<file path="config.mk">
export PLATFORM = sky130hd
export DESIGN_NAME = mem_ctrl
export DESIGN_NICKNAME = d
export VERILOG_FILES = /design/src/rtl/mem_pkg.sv /design/src/rtl/mem_rd_pipe.sv /design/src/rtl/mem_ctrl.sv
export SDC_FILE = /design/constraint.sdc
export NUM_CORES = 2
export LEC_CHECK = 0
export CORE_ASPECT_RATIO = 0.7
export CORE_MARGIN = 8
export CORE_UTILIZATION = 56
export CTS_BUF_LIST = sky130_fd_sc_hd__clkbuf_16
export DETAILED_ROUTE_END_ITERATION = 16
export HOLD_SLACK_MARGIN = 0.05
export PLACE_DENSITY_LB_ADDON = 0.05
export SETUP_SLACK_MARGIN = 0.05
export SLEW_MARGIN = 10
export SYNTH_ARGS = -nofsm -noshare
export SYNTH_HDL_FRONTEND = slang
export SYNTH_SLANG_ARGS = --single-unit
</file>
<file path="constraint.sdc">
create_clock -name i_clk -period 7.2 [get_ports i_clk]
set_input_delay 1.08 -clock i_clk [delete_from_list [all_inputs] [get_ports i_clk]]
set_output_delay 1.08 -clock i_clk [all_outputs]
set_load 0.02 [all_outputs]
</file>
<file path="src/rtl/mem_pkg.sv">
// rtl/mem_pkg.sv - shared types and constants for the mem_ctrl RAM block
// Purpose: FSM state encoding, read-latency ceiling and byte-enable width helper
//          used by mem_ctrl and mem_rd_pipe.
// Optional feature macro: MEM_BYTEWR_EN (byte-enable width helper is used only then).
package mem_pkg;

  typedef enum logic {
    INIT = 1'b0,
    IDLE = 1'b1
  } state_e;

  localparam int READ_LAT_MAX = 4;

  // Number of byte lanes in a data word.
  function automatic int be_width(input int data_w);
    return (data_w + 7) / 8;
  endfunction

endpackage

</file>
<file path="src/rtl/mem_rd_pipe.sv">
// rtl/mem_rd_pipe.sv - fixed-latency valid/data delay line for read responses
// Purpose: delays a read-capture valid/data pair by READ_LAT register stages.
//          Valid bits clear on reset; each data stage loads only when its
//          incoming valid is set, so the output holds the last response.
// Ports:
//   i_clk    in   clock, rising edge
//   i_rst    in   asynchronous reset, active-high
//   i_valid  in   read data captured this cycle
//   i_data   in   captured read data
//   o_valid  out  response valid, one-cycle pulse per read
//   o_data   out  response data, holds when o_valid is low
module mem_rd_pipe
  import mem_pkg::*;
#(
  parameter int DATA_W   = 8,
  parameter int READ_LAT = 1
) (
  input  logic              i_clk,
  input  logic              i_rst,
  input  logic              i_valid,
  input  logic [DATA_W-1:0] i_data,
  output logic              o_valid,
  output logic [DATA_W-1:0] o_data
);

  // Latencies outside 1..READ_LAT_MAX are clamped into the supported range.
  localparam int LAT = (READ_LAT > READ_LAT_MAX) ? READ_LAT_MAX :
                       (READ_LAT < 1)            ? 1 : READ_LAT;

  logic [LAT-1:0]    r_vld;
  logic [DATA_W-1:0] r_data [LAT];

  always_ff @(posedge i_clk or posedge i_rst) begin
    if (i_rst) begin
      r_vld <= '0;
      for (int i = 0; i < LAT; i++) begin
        r_data[i] <= '0;
      end
    end else begin
      r_vld[0] <= i_valid;
      if (i_valid) begin
        r_data[0] <= i_data;
      end
      for (int i = 1; i < LAT; i++) begin
        r_vld[i] <= r_vld[i-1];
        if (r_vld[i-1]) begin
          r_data[i] <= r_data[i-1];
        end
      end
    end
  end

  assign o_valid = r_vld[LAT-1];
  assign o_data  = r_data[LAT-1];

endmodule

</file>
<file path="src/rtl/mem_ctrl.sv">
// rtl/mem_ctrl.sv - single-port synchronous RAM with init sweep and fixed-latency reads
// Purpose: DEPTH x DATA_W storage behind a valid/ready request port. After reset,
//          or on i_clr while idle, every word is swept to INIT_VAL; requests are
//          refused during the sweep. Reads return through a READ_LAT-stage pipe.
// Optional feature macro: MEM_BYTEWR_EN - adds i_req_be for per-byte writes.
// Ports:
//   i_clk        in   clock, rising edge
//   i_rst        in   asynchronous reset, active-high
//   i_clr        in   request re-initialisation sweep (sampled in IDLE)
//   o_busy       out  init sweep in progress
//   i_req_valid  in   request present
//   o_req_ready  out  request can be accepted this cycle
//   i_req_we     in   1 = write, 0 = read
//   i_req_addr   in   word address
//   i_req_wdata  in   write data
//   i_req_be     in   byte write enables (MEM_BYTEWR_EN only)
//   o_rsp_valid  out  read data valid, one-cycle pulse per read
//   o_rsp_rdata  out  read data, holds when o_rsp_valid is low
module mem_ctrl
  import mem_pkg::*;
#(
  parameter int                DATA_W   = 8,
  parameter int                ADDR_W   = 8,
  parameter int                DEPTH    = 256,
  parameter int                READ_LAT = 1,
  parameter logic [DATA_W-1:0] INIT_VAL = '0
) (
  input  logic                        i_clk,
  input  logic                        i_rst,
  input  logic                        i_clr,
  output logic                        o_busy,
  input  logic                        i_req_valid,
  output logic                        o_req_ready,
  input  logic                        i_req_we,
  input  logic [ADDR_W-1:0]           i_req_addr,
  input  logic [DATA_W-1:0]           i_req_wdata,
`ifdef MEM_BYTEWR_EN
  input  logic [be_width(DATA_W)-1:0] i_req_be,
`endif
  output logic                        o_rsp_valid,
  output logic [DATA_W-1:0]           o_rsp_rdata
);

  localparam int                IDX_W     = (DEPTH > 1) ? $clog2(DEPTH) : 1;
  localparam logic [ADDR_W-1:0] LAST_ADDR = ADDR_W'(DEPTH - 1);

  state_e            r_state, w_state_nxt;
  logic [ADDR_W-1:0] r_cnt, w_cnt_nxt;
  logic              w_accept;
  logic              w_in_range;
  logic [IDX_W-1:0]  w_idx;
  logic [IDX_W-1:0]  w_cnt_idx;
  logic [DATA_W-1:0] w_rd_data;
  logic [DATA_W-1:0] r_mem [DEPTH];

  always_ff @(posedge i_clk or posedge i_rst) begin
    if (i_rst) begin
      r_state <= INIT;
      r_cnt   <= '0;
    end else begin
      r_state <= w_state_nxt;
      r_cnt   <= w_cnt_nxt;
    end
  end

  always_comb begin
    w_state_nxt = r_state;
    w_cnt_nxt   = r_cnt;
    o_busy      = 1'b0;
    o_req_ready = 1'b0;
    case (r_state)
      INIT: begin
        o_busy = 1'b1;
        if (r_cnt == LAST_ADDR) begin
          w_state_nxt = IDLE;
          w_cnt_nxt   = '0;
        end else begin
          w_cnt_nxt = r_cnt + 1'b1;
        end
      end
      IDLE: begin
        o_req_ready = 1'b1;
        if (i_clr) begin
          w_state_nxt = INIT;
        end
      end
    endcase
  end

  assign w_accept   = i_req_valid && o_req_ready;
  // One spare bit so the compare also works when DEPTH == 2**ADDR_W.
  assign w_in_range = ({1'b0, i_req_addr} < (ADDR_W+1)'(DEPTH));
  assign w_idx      = i_req_addr[IDX_W-1:0];
  assign w_cnt_idx  = r_cnt[IDX_W-1:0];
  assign w_rd_data  = w_in_range ? r_mem[w_idx] : INIT_VAL;

  // Storage is deliberately not reset; the sweep gives it a known value.
  // Sweep and request writes are exclusive because requests are only
  // accepted in IDLE.
  always_ff @(posedge i_clk) begin
    if (r_state == INIT) begin
      r_mem[w_cnt_idx] <= INIT_VAL;
    end else if (w_accept && i_req_we && w_in_range) begin
`ifdef MEM_BYTEWR_EN
      for (int b = 0; b < be_width(DATA_W); b++) begin
        if (i_req_be[b]) begin
          r_mem[w_idx][b*8 +: 8] <= i_req_wdata[b*8 +: 8];
        end
      end
`else
      r_mem[w_idx] <= i_req_wdata;
`endif
    end
  end

  // Read data is captured at the accept edge, so a clr in the same cycle
  // still sees pre-clear contents.
  mem_rd_pipe #(
    .DATA_W   (DATA_W),
    .READ_LAT (READ_LAT)
  ) u_rd_pipe (
    .i_clk   (i_clk),
    .i_rst   (i_rst),
    .i_valid (w_accept && !i_req_we),
    .i_data  (w_rd_data),
    .o_valid (o_rsp_valid),
    .o_data  (o_rsp_rdata)
  );

endmodule

</file>
## After elaboration in Yosys (flattened, before gate mapping)

Memories as Yosys holds them, arrays and structs flattened. A register that Yosys moved wholly into a read port is not among the register bits.
Index checks and enable logic that the tools add are counted.

| word-level totals | value |
|---|---|
| input port bits | 21 |
| memories kept | 1 |
| RAM bits | 2,048 |
| bits in registers | 10 |
| output and inout bits | 11 |
| word-level logic and storage cells | 24 |

Memories:

| memory | words | width | read ports | clocked after Yosys merged registers in | write ports | RTL line | RTL |
|---|---|---|---|---|---|---|---|
| r_mem | 256 | 8 | 1 | 1 | 1 | mem_ctrl.sv:54 | `logic [DATA_W-1:0] r_mem [DEPTH];` |

| operators by class | value |
|---|---|
| equality and inequality tests | 1 |
| reduce and logical (&&, ||, !) cells | 5 |
| multiplexer cells | 12 |
| $add $sub $neg | 1 |
| bitwise logic cells | 1 |

Operators with widths:

| kind | number |
|---|---|
| $mux W8 | 3 |
| $add A8 B1 Y8 const B | 1 |
| $eq A8 B8 Y1 const B | 1 |
| $mux W1 | 8 |
| $reduce_or A8 Y1 | 1 |
| $logic_and A1 B1 Y1 | 3 |
| $pmux W1 S2 | 1 |
| $logic_not A1 Y1 | 1 |
| $not A1 Y1 | 1 |

## Logic depth before layout (Yosys ltp)

| depth | value |
|---|---|
| depth in word-level cells | 8 |
| mapped depth | 12 |
| gate-level depth less buffers | 7 |

## Modules after synthesis

From an unflattened synthesis, not the netlist that was laid out.

| second synthesis, totals | value |
|---|---|
| cells, all modules | 3,862 |
| area total of the unflattened synthesis | 81,076.5 um^2 |

Modules (own cells, without submodules):

| module | seq. area each (um^2) | area each (um^2) | cells an instance | instances |
|---|---|---|---|---|
| mem_ctrl | 61,724.2 | 80,716.2 | 3,843 | 1 |
| mem_rd_pipe | 225.2 | 360.3 | 19 | 1 |

## Worst setup path before layout

No wires, ideal clock.

| timing | value |
|---|---|
| path kind | input to register |
| start point | input i_req_we |
| end point | memory r_mem[0][0] (data pin) |
| slack | 1.375 ns |
| cell stages on the path | 4 |
| setup time | 0.869 ns |
| required time | 6.331 ns |
| arrival | 4.955 ns |
| buffers on the path | 2 |
| path through | and3_1 clkbuf_1 clkbuf_1 and2_1 |

| between the ends | value |
|---|---|
| cells in the longest elaborated chain, start to end | 6 |

RTL lines:

| what | RTL line | RTL |
|---|---|---|
| start: declaration | mem_ctrl.sv:34 | `input logic i_req_we,` |
| $logic_and A1 B1 Y1 | mem_ctrl.sv:103 | `end else if (w_accept && i_req_we && w_in_range) begin` |
| $mux W1 | mem_ctrl.sv:103 |  |
| $mux W1 | mem_ctrl.sv:101 | `if (r_state == INIT) begin` |
| $mux W1 (not written as such) | mem_ctrl.sv:111 | `r_mem[w_idx] <= i_req_wdata;` |
| $reduce_or A8 Y1 (no source line) | - |  |
| $mux W8 (no source line) | - |  |
| end: declaration | mem_ctrl.sv:54 |  |

Every way passes these cells.

## Final worst setup path

| timing | value |
|---|---|
| start point | register r_state |
| end point | memory r_mem[41][5], enable pin |

| between the ends | value |
|---|---|
| cells in the longest elaborated chain, start to end | 8 |
| elaborated cells between the ends (all ways) | 10 |
| classes of those cells | 7 x mux; 3 x reduce/logical |

RTL lines:

| what | RTL line | RTL |
|---|---|---|
| start: declaration | mem_ctrl.sv:47 | `state_e r_state, w_state_nxt;` |
| start signal: assignment | mem_ctrl.sv:61 | `r_state <= w_state_nxt;` |
| $mux W1 | mem_ctrl.sv:71 | `case (r_state)` |
| $logic_and A1 B1 Y1 | mem_ctrl.sv:90 | `assign w_accept = i_req_valid && o_req_ready;` |
| $logic_and A1 B1 Y1 | mem_ctrl.sv:103 |  |
| $mux W1 | mem_ctrl.sv:103 |  |
| $mux W1 | mem_ctrl.sv:101 |  |
| $mux W1 (not written as such) | mem_ctrl.sv:111 |  |
| $reduce_or A8 Y1 (no source line) | - |  |
| $mux W8 (no source line) / $mux W1 (equally long branches) | - |  |

Several ways; a longest one is shown, not always the timed one.

==> out/metrics.cfg <==
[route]
drt_first_pass_iters = 7
vias = 40700
vias_per_cell = 6.74
routed_wl_um = 211000
drtAntennaViolNets = 0
drc = 0
dr.first_iter.drc_count = 5611
route.detailed.wl_per_inst_um = 35.0

[power_and_ir_drop]
intPower_w = 0.0191
p_switching_w = 0.00565
sw_frac_of_total = 0.228
p_leak_nw = 31.0
ir_drop_uv = 233
clockPowerShare = 0.396
p_seq_frac = 0.537
power_frac_comb = 0.067
power_density_mw_per_mm2 = 279

[sta]
tightest_slew_ns = 1.23
relSlewSlack = 0.169
rsz0062_at_grt = no
slew_violations = 0
fin_skew_ns = 0.0227
period_share = 0.653
setup_violations = 0
fin_crit_ns = 4.70
fin_ws_ns = 2.50
finalHoldViolCount = 0
tns_ns = 0
clock.fmax_mhz = 213

[cts]
cts_tree = yes
cts_made_buffers = 186
htreeDepth = 4
insertion_delay_ns = 0.81
cts_root_buf = clkbuf_16
postCtsHoldBufs = 0
cts_resized = 0
cts.sinks = 2066
cts-root-to-sink-buffers = 3
clkTransAtPathRegs_ns = 0.06
post_cts_buffers = 0

[worst_setup_path]
max_stage_delay_ns = 1.18
critPathKind = reg2reg
cp_max_fo = 17
cp_slowest_cell = o21ai_0
cp.arrival_ns = 5.15
cp.required_ns = 7.65
path_cells = nand3_1 > o21ai_0 > nand2_1 > nor2_1
end_kind = flop
cp_num_buf_inv = 0
cp-start-kind = flop
crit_family = simple AND/OR/NAND/NOR gates

[place]
place_congestion = 0.868
dpl.hpwl_um = 128000
place_ws_ns = 1.83
numPortBuffers = 31

[synthesis]
ys_warn_count = 0
synth_xor_area_frac = 0.000435
ys_top_cells_by_count = 2048 x edfxtp_1, 398 x mux4_2, 304 x mux2i_1
synth_top_family_by_area = multiplexers
synth_top_area_cell = edfxtp_1
synth_top_area_frac = 0.764
synthSimpleGateAreaFrac = 0.0280
ys_seq_area_frac = 0.769
synth_edf_count = 2048
synth_fa_ha_area_frac = 0.000155
synthCells = 3929
synth_top_flop_cell = edfxtp_1
synth_most_common_cell = edfxtp_1
syn_avg_cell_area_sq_um = 20.5
synthMuxAreaShare = 0.150
postSynth.asyncResetShare = 0.00871
synth-compound-area-share = 0.0356
netlist_area_sq_mm = 0.0805
ys_ff_latch = 2066
netlist_top_cells_area = edfxtp_1 76%, mux4_2 11%, mux2i_1 3.8%
synth.distinct_cells = 55
synth_fp_nets = 3951

[grt]
grt_usage = 0.268
grt_pass1_vias = 39700
grt-ovfl-total = 0
grt_pass1_wl_um = 299000
grt_start_max_net_pins = 131
antenna_found_initial = 8

[floorplan]
rows = 116
die_area_sq_mm = 0.156
start_util = 0.564
pin_count = 32
die_y_um = 333
die_width_um = 469
coreArea_sq_mm = 0.143

[run]
maxCapViolCount = 0

[finish]
fillerInstances = 9713
drive_gt1_frac = 0.187
final-seq-area_sq_mm = 0.0619
layout.nets = 4015
syn_to_final_growth_pct = 10.3
multi_input_area_sq_mm = 0.0173

[outcome]
status = finished clean

[min_path]
hold_class = reg2reg

[power by group through the flow]
stage,combinational (W),clock (W),sequential [W]
after detailed placement,0.00164,0,0.0135
after global placement,0.00161,0,0.0135
final,0.00167,0.00981,0.0133
after global routing,0.00172,0.0103,0.0133
after CTS,0.00165,0.00991,0.0133
after floorplan,0.000922,0,0.0135
[cell type report]
class,instances,area share
clock inverters,149,0.0135
flip-flops and latches,2066,0.698
clock buffers,191,0.0538
well taps,1888,0.0266
inverters,6,0.000254
diodes,1,0.0000282
repair buffers,111,0.0130
multi-input cells,1622,0.195
[cell usage in the layout, fill, tap and decap left out, types with 8 or more instances in the layout]
| cell type | n |
|---|---|
| o22ai_1 | 79 |
| clkinv_1 | 44 |
| a22o_1 | 9 |
| nand3b_1 | 16 |
| buf_4 | 62 |
| clkbuf_16 | 191 |
| o211ai_1 | 8 |
| o221ai_1 | 64 |
| and2_4 | 8 |
| a21boi_0 | 9 |
| nand4_1 | 20 |
| a21oi_1 | 33 |
| bufinv_16 | 19 |
| buf_12 | 19 |
| nor2_1 | 268 |
| dfrtp_1 | 18 |
| mux2i_1 | 304 |
| clkinvlp_4 | 9 |
| clkdlybuf4s50_1 | 26 |
| a221oi_1 | 9 |
| inv_1 | 42 |
| o21ai_0 | 44 |
| clkinv_2 | 34 |
| a211oi_1 | 8 |
| mux4_2 | 398 |
| nand3_1 | 28 |
| a22oi_1 | 94 |
| nand2_1 | 117 |
| edfxtp_1 | 2048 |
[sequential cells by signal, indices dropped and copies added, names as in the netlist]
register	count
r_mem	2048
r_cnt	8
u_rd_pipe.o_data	8
r_state	1
u_rd_pipe.o_valid	1
[path summary, 6_finish.rpt]
kind | endpoint | cells after the start | start | slack, ns
worst min-delay path | r_cnt[6]$_DFFE_PP0N_ | 1 | r_cnt[6]$_DFFE_PP0N_ | 0.62
worst max-delay path | r_mem[41][5]$_DFFE_PP_ | 4 | r_state$_DFF_PP0_ | 2.50
min in group asynchronous | r_state$_DFF_PP0_ | 2 | i_rst | 0.75
worst min register to register | r_cnt[6]$_DFFE_PP0N_ | 1 | r_cnt[6]$_DFFE_PP0N_ | 0.62
worst max register to register | r_mem[41][5]$_DFFE_PP_ | 4 | r_state$_DFF_PP0_ | 2.50
max in group asynchronous | u_rd_pipe.o_valid$_DFF_PP0_ | 2 | i_rst | 5.88
[through the flow]
| stage | power (W) | utilization | area (sq um) | cells | hold WS, ns |
|---|---|---|---|---|---|
| floorplan | 0.0144 | - | 80500 | 3929 | 0.510 |
| global placement | 0.0151 | 0.580 | 82800 | 5693 | 0.576 |
| detailed placement | 0.0152 | 0.580 | 82800 | 5693 | 0.594 |
| CTS | 0.0248 | 0.622 | 88800 | 6033 | 0.599 |
| global route | 0.0254 | 0.622 | 88800 | 6033 | 0.649 |
| finish | 0.0248 | 0.622 | 88800 | 6034 | 0.618 |
[routing by layer]
layer | GRT usage | part of all wire | up-vias
li1 | - | - | 16500
met1 | 0.405 | 0.42 | 21500
met2 | 0.389 | 0.45 | 2319
met3 | 0.0663 | 0.10 | 357
met4 | 0.0880 | 0.032 | 8
met5 | 0 | 0.00027 | -
[kinds of logic after synthesis]
logic type,count (synthesis)
adder cells (fa/ha/maj),1
flip-flops,2066
AND/OR/NAND/NOR,508
AO/OA/AOI/OAI,403
XOR/XNOR,4
buffers and inverters,241
multiplexers,706
(Power assumes the default switching activity.)
